<file path="src/rtl/condicionador_botoes_pkg.sv">
// rtl/condicionador_botoes_pkg.sv - shared state codes, defaults and helpers for button conditioning
package condicionador_botoes_pkg;

   localparam int DEBOUNCE_CYCLES_DEFAULT = 50000;
   localparam int BOTOES_W                = 4;

   typedef enum logic [3:0] {
      OCIOSO        = 4'd0,
      REGISTRA      = 4'd1,
      INVALIDA      = 4'd2,
      ESPERA_SOLTAR = 4'd3
   } estado_t;

   function automatic logic is_one_hot(input logic [BOTOES_W-1:0] v);
      return (v != '0) && ((v & (v - BOTOES_W'(1))) == '0);
   endfunction

endpackage

</file>
<file path="src/rtl/condicionador_botoes_if.sv">
// rtl/condicionador_botoes_if.sv - control, raw button and play-event signals of the conditioner
interface condicionador_botoes_if;
   import condicionador_botoes_pkg::*;

   logic                habilita;
   logic                limpa;
   logic [BOTOES_W-1:0] botoes;
   logic [BOTOES_W-1:0] jogada;
   logic                jogada_feita;
   logic                jogada_invalida;
   logic [BOTOES_W-1:0] db_botoes_estaveis;
   logic [3:0]          db_estado;

   modport master (
      output habilita, limpa, botoes,
      input  jogada, jogada_feita, jogada_invalida, db_botoes_estaveis, db_estado
   );

   modport slave (
      input  habilita, limpa, botoes,
      output jogada, jogada_feita, jogada_invalida, db_botoes_estaveis, db_estado
   );

endinterface

</file>
<file path="src/rtl/condicionador_botoes_debounce_vetor.sv">
// rtl/condicionador_botoes_debounce_vetor.sv - two-flop synchroniser plus whole-vector debounce
module debounce_vetor
   import condicionador_botoes_pkg::*;
#(
   parameter int W               = BOTOES_W,
   parameter int DEBOUNCE_CYCLES = DEBOUNCE_CYCLES_DEFAULT
) (
   input  logic         clock,
   input  logic         reset,
   input  logic [W-1:0] entrada_i,
   output logic [W-1:0] estavel_o
);

   localparam int                CNT_W   = $clog2(DEBOUNCE_CYCLES);
   localparam logic [CNT_W-1:0]  CNT_MAX = CNT_W'(DEBOUNCE_CYCLES - 1);

   logic [W-1:0]     sync1_q, sync2_q;
   logic [W-1:0]     cand_q, cand_d;
   logic [W-1:0]     estavel_q, estavel_d;
   logic [CNT_W-1:0] cnt_q, cnt_d;

   // Any change of the synchronised vector restarts the count; the counter parks at its maximum.
   always_comb begin
      cand_d    = cand_q;
      cnt_d     = cnt_q;
      estavel_d = estavel_q;
      if (sync2_q != cand_q) begin
         cand_d = sync2_q;
         cnt_d  = '0;
      end else if (cnt_q == CNT_MAX) begin
         estavel_d = cand_q;
      end else begin
         cnt_d = cnt_q + CNT_W'(1);
      end
   end

   always_ff @(posedge clock or negedge reset) begin
      if (!reset) begin
         sync1_q   <= '0;
         sync2_q   <= '0;
         cand_q    <= '0;
         cnt_q     <= '0;
         estavel_q <= '0;
      end else begin
         sync1_q   <= entrada_i;
         sync2_q   <= sync1_q;
         cand_q    <= cand_d;
         cnt_q     <= cnt_d;
         estavel_q <= estavel_d;
      end
   end

   assign estavel_o = estavel_q;

endmodule

</file>
<file path="src/rtl/condicionador_botoes.sv">
// rtl/condicionador_botoes.sv - turns raw board buttons into one validated play event per press
module condicionador_botoes
   import condicionador_botoes_pkg::*;
#(
   parameter int DEBOUNCE_CYCLES = DEBOUNCE_CYCLES_DEFAULT
) (
   input  logic clock,
   input  logic reset,
   condicionador_botoes_if.slave bus
);

   logic [BOTOES_W-1:0] estavel;
   logic [BOTOES_W-1:0] jogada_q, jogada_d;
   estado_t             estado_q, estado_d;

   debounce_vetor #(
      .W               (BOTOES_W),
      .DEBOUNCE_CYCLES (DEBOUNCE_CYCLES)
   ) u_debounce (
      .clock     (clock),
      .reset     (reset),
      .entrada_i (bus.botoes),
      .estavel_o (estavel)
   );

   always_ff @(posedge clock or negedge reset) begin
      if (!reset) begin
         estado_q <= OCIOSO;
         jogada_q <= '0;
      end else begin
         estado_q <= estado_d;
         jogada_q <= jogada_d;
      end
   end

   // habilita is only looked at when leaving OCIOSO; a disabled press still waits for release.
   always_comb begin
      estado_d = estado_q;
      case (estado_q)
         OCIOSO: begin
            if (estavel != '0) begin
               if (!is_one_hot(estavel))  estado_d = INVALIDA;
               else if (bus.habilita)     estado_d = REGISTRA;
               else                       estado_d = ESPERA_SOLTAR;
            end
         end
         REGISTRA:      estado_d = ESPERA_SOLTAR;
         INVALIDA:      estado_d = ESPERA_SOLTAR;
         ESPERA_SOLTAR: if (estavel == '0) estado_d = OCIOSO;
         default:       estado_d = OCIOSO;
      endcase
   end

   // A load from REGISTRA takes priority over a simultaneous clear.
   always_comb begin
      jogada_d = jogada_q;
      if (estado_q == REGISTRA) jogada_d = estavel;
      else if (bus.limpa)       jogada_d = '0;
   end

   always_comb begin
      bus.jogada_feita       = (estado_q == REGISTRA);
      bus.jogada_invalida    = (estado_q == INVALIDA);
      bus.db_estado          = estado_q;
      bus.jogada             = jogada_q;
      bus.db_botoes_estaveis = estavel;
   end

endmodule

</file>
<file path="src/flat_wrapper.sv">
// flat-port wrapper written by rule: the top's interface ports become plain ports
module condicionador_botoes_flat import condicionador_botoes_pkg::*;
#(
   parameter int DEBOUNCE_CYCLES = DEBOUNCE_CYCLES_DEFAULT
)
  (clock, reset, bus_habilita, bus_limpa, bus_botoes, bus_jogada, bus_jogada_feita, bus_jogada_invalida, bus_db_botoes_estaveis, bus_db_estado);
  condicionador_botoes_if bus_i ();
  input  logic clock;
  input  logic reset;
  input wire logic [$bits(bus_i.habilita)-1:0] bus_habilita;
  input wire logic [$bits(bus_i.limpa)-1:0] bus_limpa;
  input wire logic [$bits(bus_i.botoes)-1:0] bus_botoes;
  output wire logic [$bits(bus_i.jogada)-1:0] bus_jogada;
  output wire logic [$bits(bus_i.jogada_feita)-1:0] bus_jogada_feita;
  output wire logic [$bits(bus_i.jogada_invalida)-1:0] bus_jogada_invalida;
  output wire logic [$bits(bus_i.db_botoes_estaveis)-1:0] bus_db_botoes_estaveis;
  output wire logic [$bits(bus_i.db_estado)-1:0] bus_db_estado;
  assign bus_i.habilita = bus_habilita;
  assign bus_i.limpa = bus_limpa;
  assign bus_i.botoes = bus_botoes;
  assign bus_jogada = bus_i.jogada;
  assign bus_jogada_feita = bus_i.jogada_feita;
  assign bus_jogada_invalida = bus_i.jogada_invalida;
  assign bus_db_botoes_estaveis = bus_i.db_botoes_estaveis;
  assign bus_db_estado = bus_i.db_estado;
  condicionador_botoes #(.DEBOUNCE_CYCLES(DEBOUNCE_CYCLES)) u_core (.clock(clock), .reset(reset), .bus(bus_i));
endmodule
</file>
<file path="config.mk">
export PLATFORM = sky130hd
export DESIGN_NAME = condicionador_botoes_flat
export DESIGN_NICKNAME = d
export VERILOG_FILES = /design/src/rtl/condicionador_botoes_pkg.sv /design/src/rtl/condicionador_botoes_if.sv /design/src/rtl/condicionador_botoes_debounce_vetor.sv /design/src/rtl/condicionador_botoes.sv /design/src/flat_wrapper.sv
export SDC_FILE = /design/constraint.sdc
export NUM_CORES = 1
export LEC_CHECK = 0
export CAP_MARGIN = 20
export CORE_ASPECT_RATIO = 1.2
export CORE_UTILIZATION = 40
export CTS_CLUSTER_SIZE = 8
export DETAILED_ROUTE_END_ITERATION = 8
export GPL_TIMING_DRIVEN = 0
export SYNTH_ARGS = -nofsm -noshare
export SYNTH_HDL_FRONTEND = slang
export SYNTH_HIERARCHICAL = 1
export SYNTH_SLANG_ARGS = --single-unit
</file>
<file path="constraint.sdc">
create_clock -name clock -period 6.1 [get_ports clock]
set_clock_uncertainty 0.15 [all_clocks]
set_input_delay 1.22 -clock clock [delete_from_list [all_inputs] [get_ports clock]]
set_output_delay 1.22 -clock clock [all_outputs]
set_load 0.03 [all_outputs]
</file>
==> results of run 1 <==
## power groups by stage
stage	combinational [W]	clock, W	sequential, W
2_1_floorplan	0.00000950	0	0.000263
3_3_place_gp	0.0000196	0	0.000264
3_5_place_dp	0.0000198	0	0.000264
4_1_cts	0.0000199	0.000264	0.000259
5_1_grt	0.0000218	0.000277	0.000259
6_report	0.0000192	0.000256	0.000259
## metrics by stage
step | cell area, um^2 | util (%) | total power [W] | setup WS [ns]
final | 2153 | 50.92 | 0.0005338 | 2.893
after global routing | 2153 | 50.92 | 0.0005579 | 2.774
after CTS | 2153 | 50.92 | 0.0005423 | 2.878
after floorplan | 1760 | - | 0.0002727 | 3.690
after detailed placement | 2016 | 47.66 | 0.0002838 | 3.206
after global placement | 2021 | 47.78 | 0.0002832 | 2.858
## routing by layer
metal  up-vias  part of all wire (%)
met5         -                     0
met4         0                   1.8
met3         5                   3.9
met2        27                    49
met1       598                    45
li1        590                     -
## cell families after synthesis
group | synth area share [%]
flip-flops | 54.13
other | 0.2135
buffers and inverters | 4.700
XOR/XNOR | 6.980
AO/OA/AOI/OAI | 8.548
AND/OR/NAND/NOR | 16.03
adder cells (fa/ha/maj) | 4.273
multiplexers | 5.128
## area by class of cell
type	count	area share [%]
buffer	8	2.092
inverter	10	1.743
timing repair buffer	19	8.600
multi-input combinational	100	33.76
clock buffer	5	3.196
clock inverter	3	3.196
tap	56	3.254
sequential	38	44.16
## cells in the mapped netlist (all sizes together)
cell type	instances	share of area (%)
conb	1	0.21
o31ai	1	0.43
nor2b	1	0.36
buf	3	1.5
nor2	15	4.1
nand2	5	1.1
a31o	1	0.50
dfrtp	38	54
nor3	5	1.4
clkbuf	5	1.1
o211ai	1	0.43
inv	10	2.1
a21oi	5	1.6
mux2	5	3.4
mux2i	3	1.7
o41ai	1	0.50
xnor2	13	6.5
a21boi	1	0.43
nand4	6	2.5
a211oi	1	0.43
nor4	4	1.4
nand4bb	1	0.64
a211o	1	0.50
nand4b	1	0.50
ha	6	4.3
xor2	1	0.50
o31a	1	0.50
o21ai	4	1.1
nand3	5	1.4
or4	3	1.5
a22o	4	2.1
or3	3	1.1
## flip-flops by register name (all words and copies together), names as in the netlist
name	cells
u_core/bus.db_estado	2
u_core/bus.jogada	4
u_core/u_debounce/cand_q	4
u_core/u_debounce/cnt_q	16
u_core/u_debounce/estavel_o	4
u_core/u_debounce/sync1_q	4
u_core/u_debounce/sync2_q	4
## critical path: stages, from the launching register on
cell and delay, ns:
dfrtp_1 0.45, inv_1 0.12, ha_1 0.27, clkdlybuf4s50_1 0.71
## worst paths after layout
kind / startpoint / endpoint / slack [ns] / cells after the start
max reg2reg: u_core/u_debounce/cnt_q[13] / u_core/u_debounce/estavel_o[3] / 3.81 / 5
max: u_core/bus.db_estado[1] / bus_jogada_feita / 2.89 / 3
max in group asynchronous: reset / u_core/u_debounce/cnt_q[8] / 4.42 / 1
min: u_core/u_debounce/sync1_q[3] / u_core/u_debounce/sync2_q[3] / 0.20 / 0
min reg2reg: u_core/u_debounce/sync1_q[3] / u_core/u_debounce/sync2_q[3] / 0.20 / 0
min in group asynchronous: reset / u_core/u_debounce/cnt_q[1] / 0.87 / 1
==> flow_metrics.py, run 1 <==
metrics = {
    "outcome": {
        "outcome": "finished clean",
    },
    "floorplan": {
        "dieHeight_um": 74.60,
        "start_util_pct": 41.54,
        "io_pins": 22,
        "core_um2": 4229,
        "die_x_um": 62.50,
        "rows": 26,
        "dieArea_um2": 4662,
    },
    "route": {
        "post_drt_wl_per_cell_um": 13.36,
        "drt-initial-drc-count": 47,
        "wl_um": 3192,
        "num_vias": 1220,
        "drtPass1Iterations": 4,
        "drc_errors": 0,
        "routed_via_density": 5.105,
        "ant_nets": 0,
    },
    "layout": {
        "fill_cells": 388,
        "seqCellArea_um2": 950.9,
        "drive_above_1_share_pct": 10.93,
        "area_growth_pct": 22.58,
        "insertedDiodeCount": 0,
        "final_cell_mix": "38 x dfrtp_1, 18 x clkdlybuf4s50_1, 14 x nor2_1",
        "multiInputGateArea_um2": 726.9,
        "layout.nets": 196,
        "layoutNonFillerInstCount": 239,
        "final_common_cell": "dfrtp_1",
    },
    "logic_synthesis": {
        "synth.distinct_cells": 40,
        "ys_warn_count": 6,
        "seq_area_frac_synth_pct": 54.13,
        "syn_inst": 155,
        "syn_avg_cell_area_um2": 11.33,
        "ys_seq_elements": 38,
        "syn_area_um2": 1757,
    },
    "worst_setup_path": {
        "end_kind": "primary output",
        "crit_required_ns": 4.73,
        "worstPathMaxFanout": 6,
        "arrival_ns": 1.84,
        "cp-start-kind": "flip-flop",
        "path_class": "reg2out",
    },
    "power": {
        "power_frac_clock_pct": 47.9,
        "internal_power_w": 0.0004277,
        "peakVddDrop_mv": 0.1766,
        "power_switching_w": 0.0001061,
        "power_frac_seq_pct": 48.5,
        "p_sw_share_pct": 19.87,
        "p_per_area_nw_per_um2": 247.9,
        "power_frac_comb_pct": 3.6,
        "p_leak_nw": 0.9317,
    },
    "global_routing": {
        "gr-total-overflow": 0,
        "grt_use_total_pct": 15.90,
        "busiest_layer": "met2",
        "grt_use_met2_pct": 27.90,
        "use_met1_pct": 18.16,
        "grt_pass1_wl_um": 5637,
        "grt_pass1_vias": 1257,
        "antenna_found_initial": 0,
        "grt_max_degree": 39,
        "grt_util_met3_pct": 4.755,
    },
    "clock_tree": {
        "cts_num_sinks": 38,
        "post_cts_buffers": 0,
        "cts_hold_buf": 0,
        "clock_latency_ns": 0.29,
        "clk_pin_slew_ns": 0.08,
        "cts_buffer_depth": 2,
        "cts_tree": "built",
        "numCtsBuffers": 5,
        "cts-resized-gates": 0,
        "cts_root_buffer": "clkbuf_8",
        "htree_levels": 2,
    },
    "sta": {
        "slew_violations": 0,
        "worst_pin_slew_ns": 0.8129,
        "whs_ns": 0.2048,
        "slew_headroom_pct": 45.81,
        "fmax_mhz": 311.8,
        "period_minus_slack_ns": 3.207,
        "hold_viol": 0,
        "rsz0062_at_grt": "no",
        "setup_violations": 0,
        "tns_ns": 0,
        "period_share_pct": 52.58,
    },
    "placement": {
        "gp_congestion": 0.8364,
        "portBuffers": 19,
        "hpwl_um": 2228,
        "place_inst": 231,
    },
    "min_path": {
        "hold_class": "reg2reg",
    },
    "job": {
        "max-cap-violations": 0,
    },
}
Power figures use the tool's default switching activity.
==> run 2, diff against run 1 <==
Clock period 6.1 ns to 3.2 ns, I/O delays scaled along.
==> results of run 2 <==
The final DEF is identical to that of run 1. Status: finished clean.
Among the figures that moved: setup slack after placement 3.206 ns -> 0.8855 ns; setup slack after layout 2.893 ns -> 0.5727 ns; register-to-register setup slack 3.81 ns -> 0.91 ns; total power 0.0005338 W -> 0.001018 W; worst IR drop on VDD 0.1766 mV -> 0.3366 mV
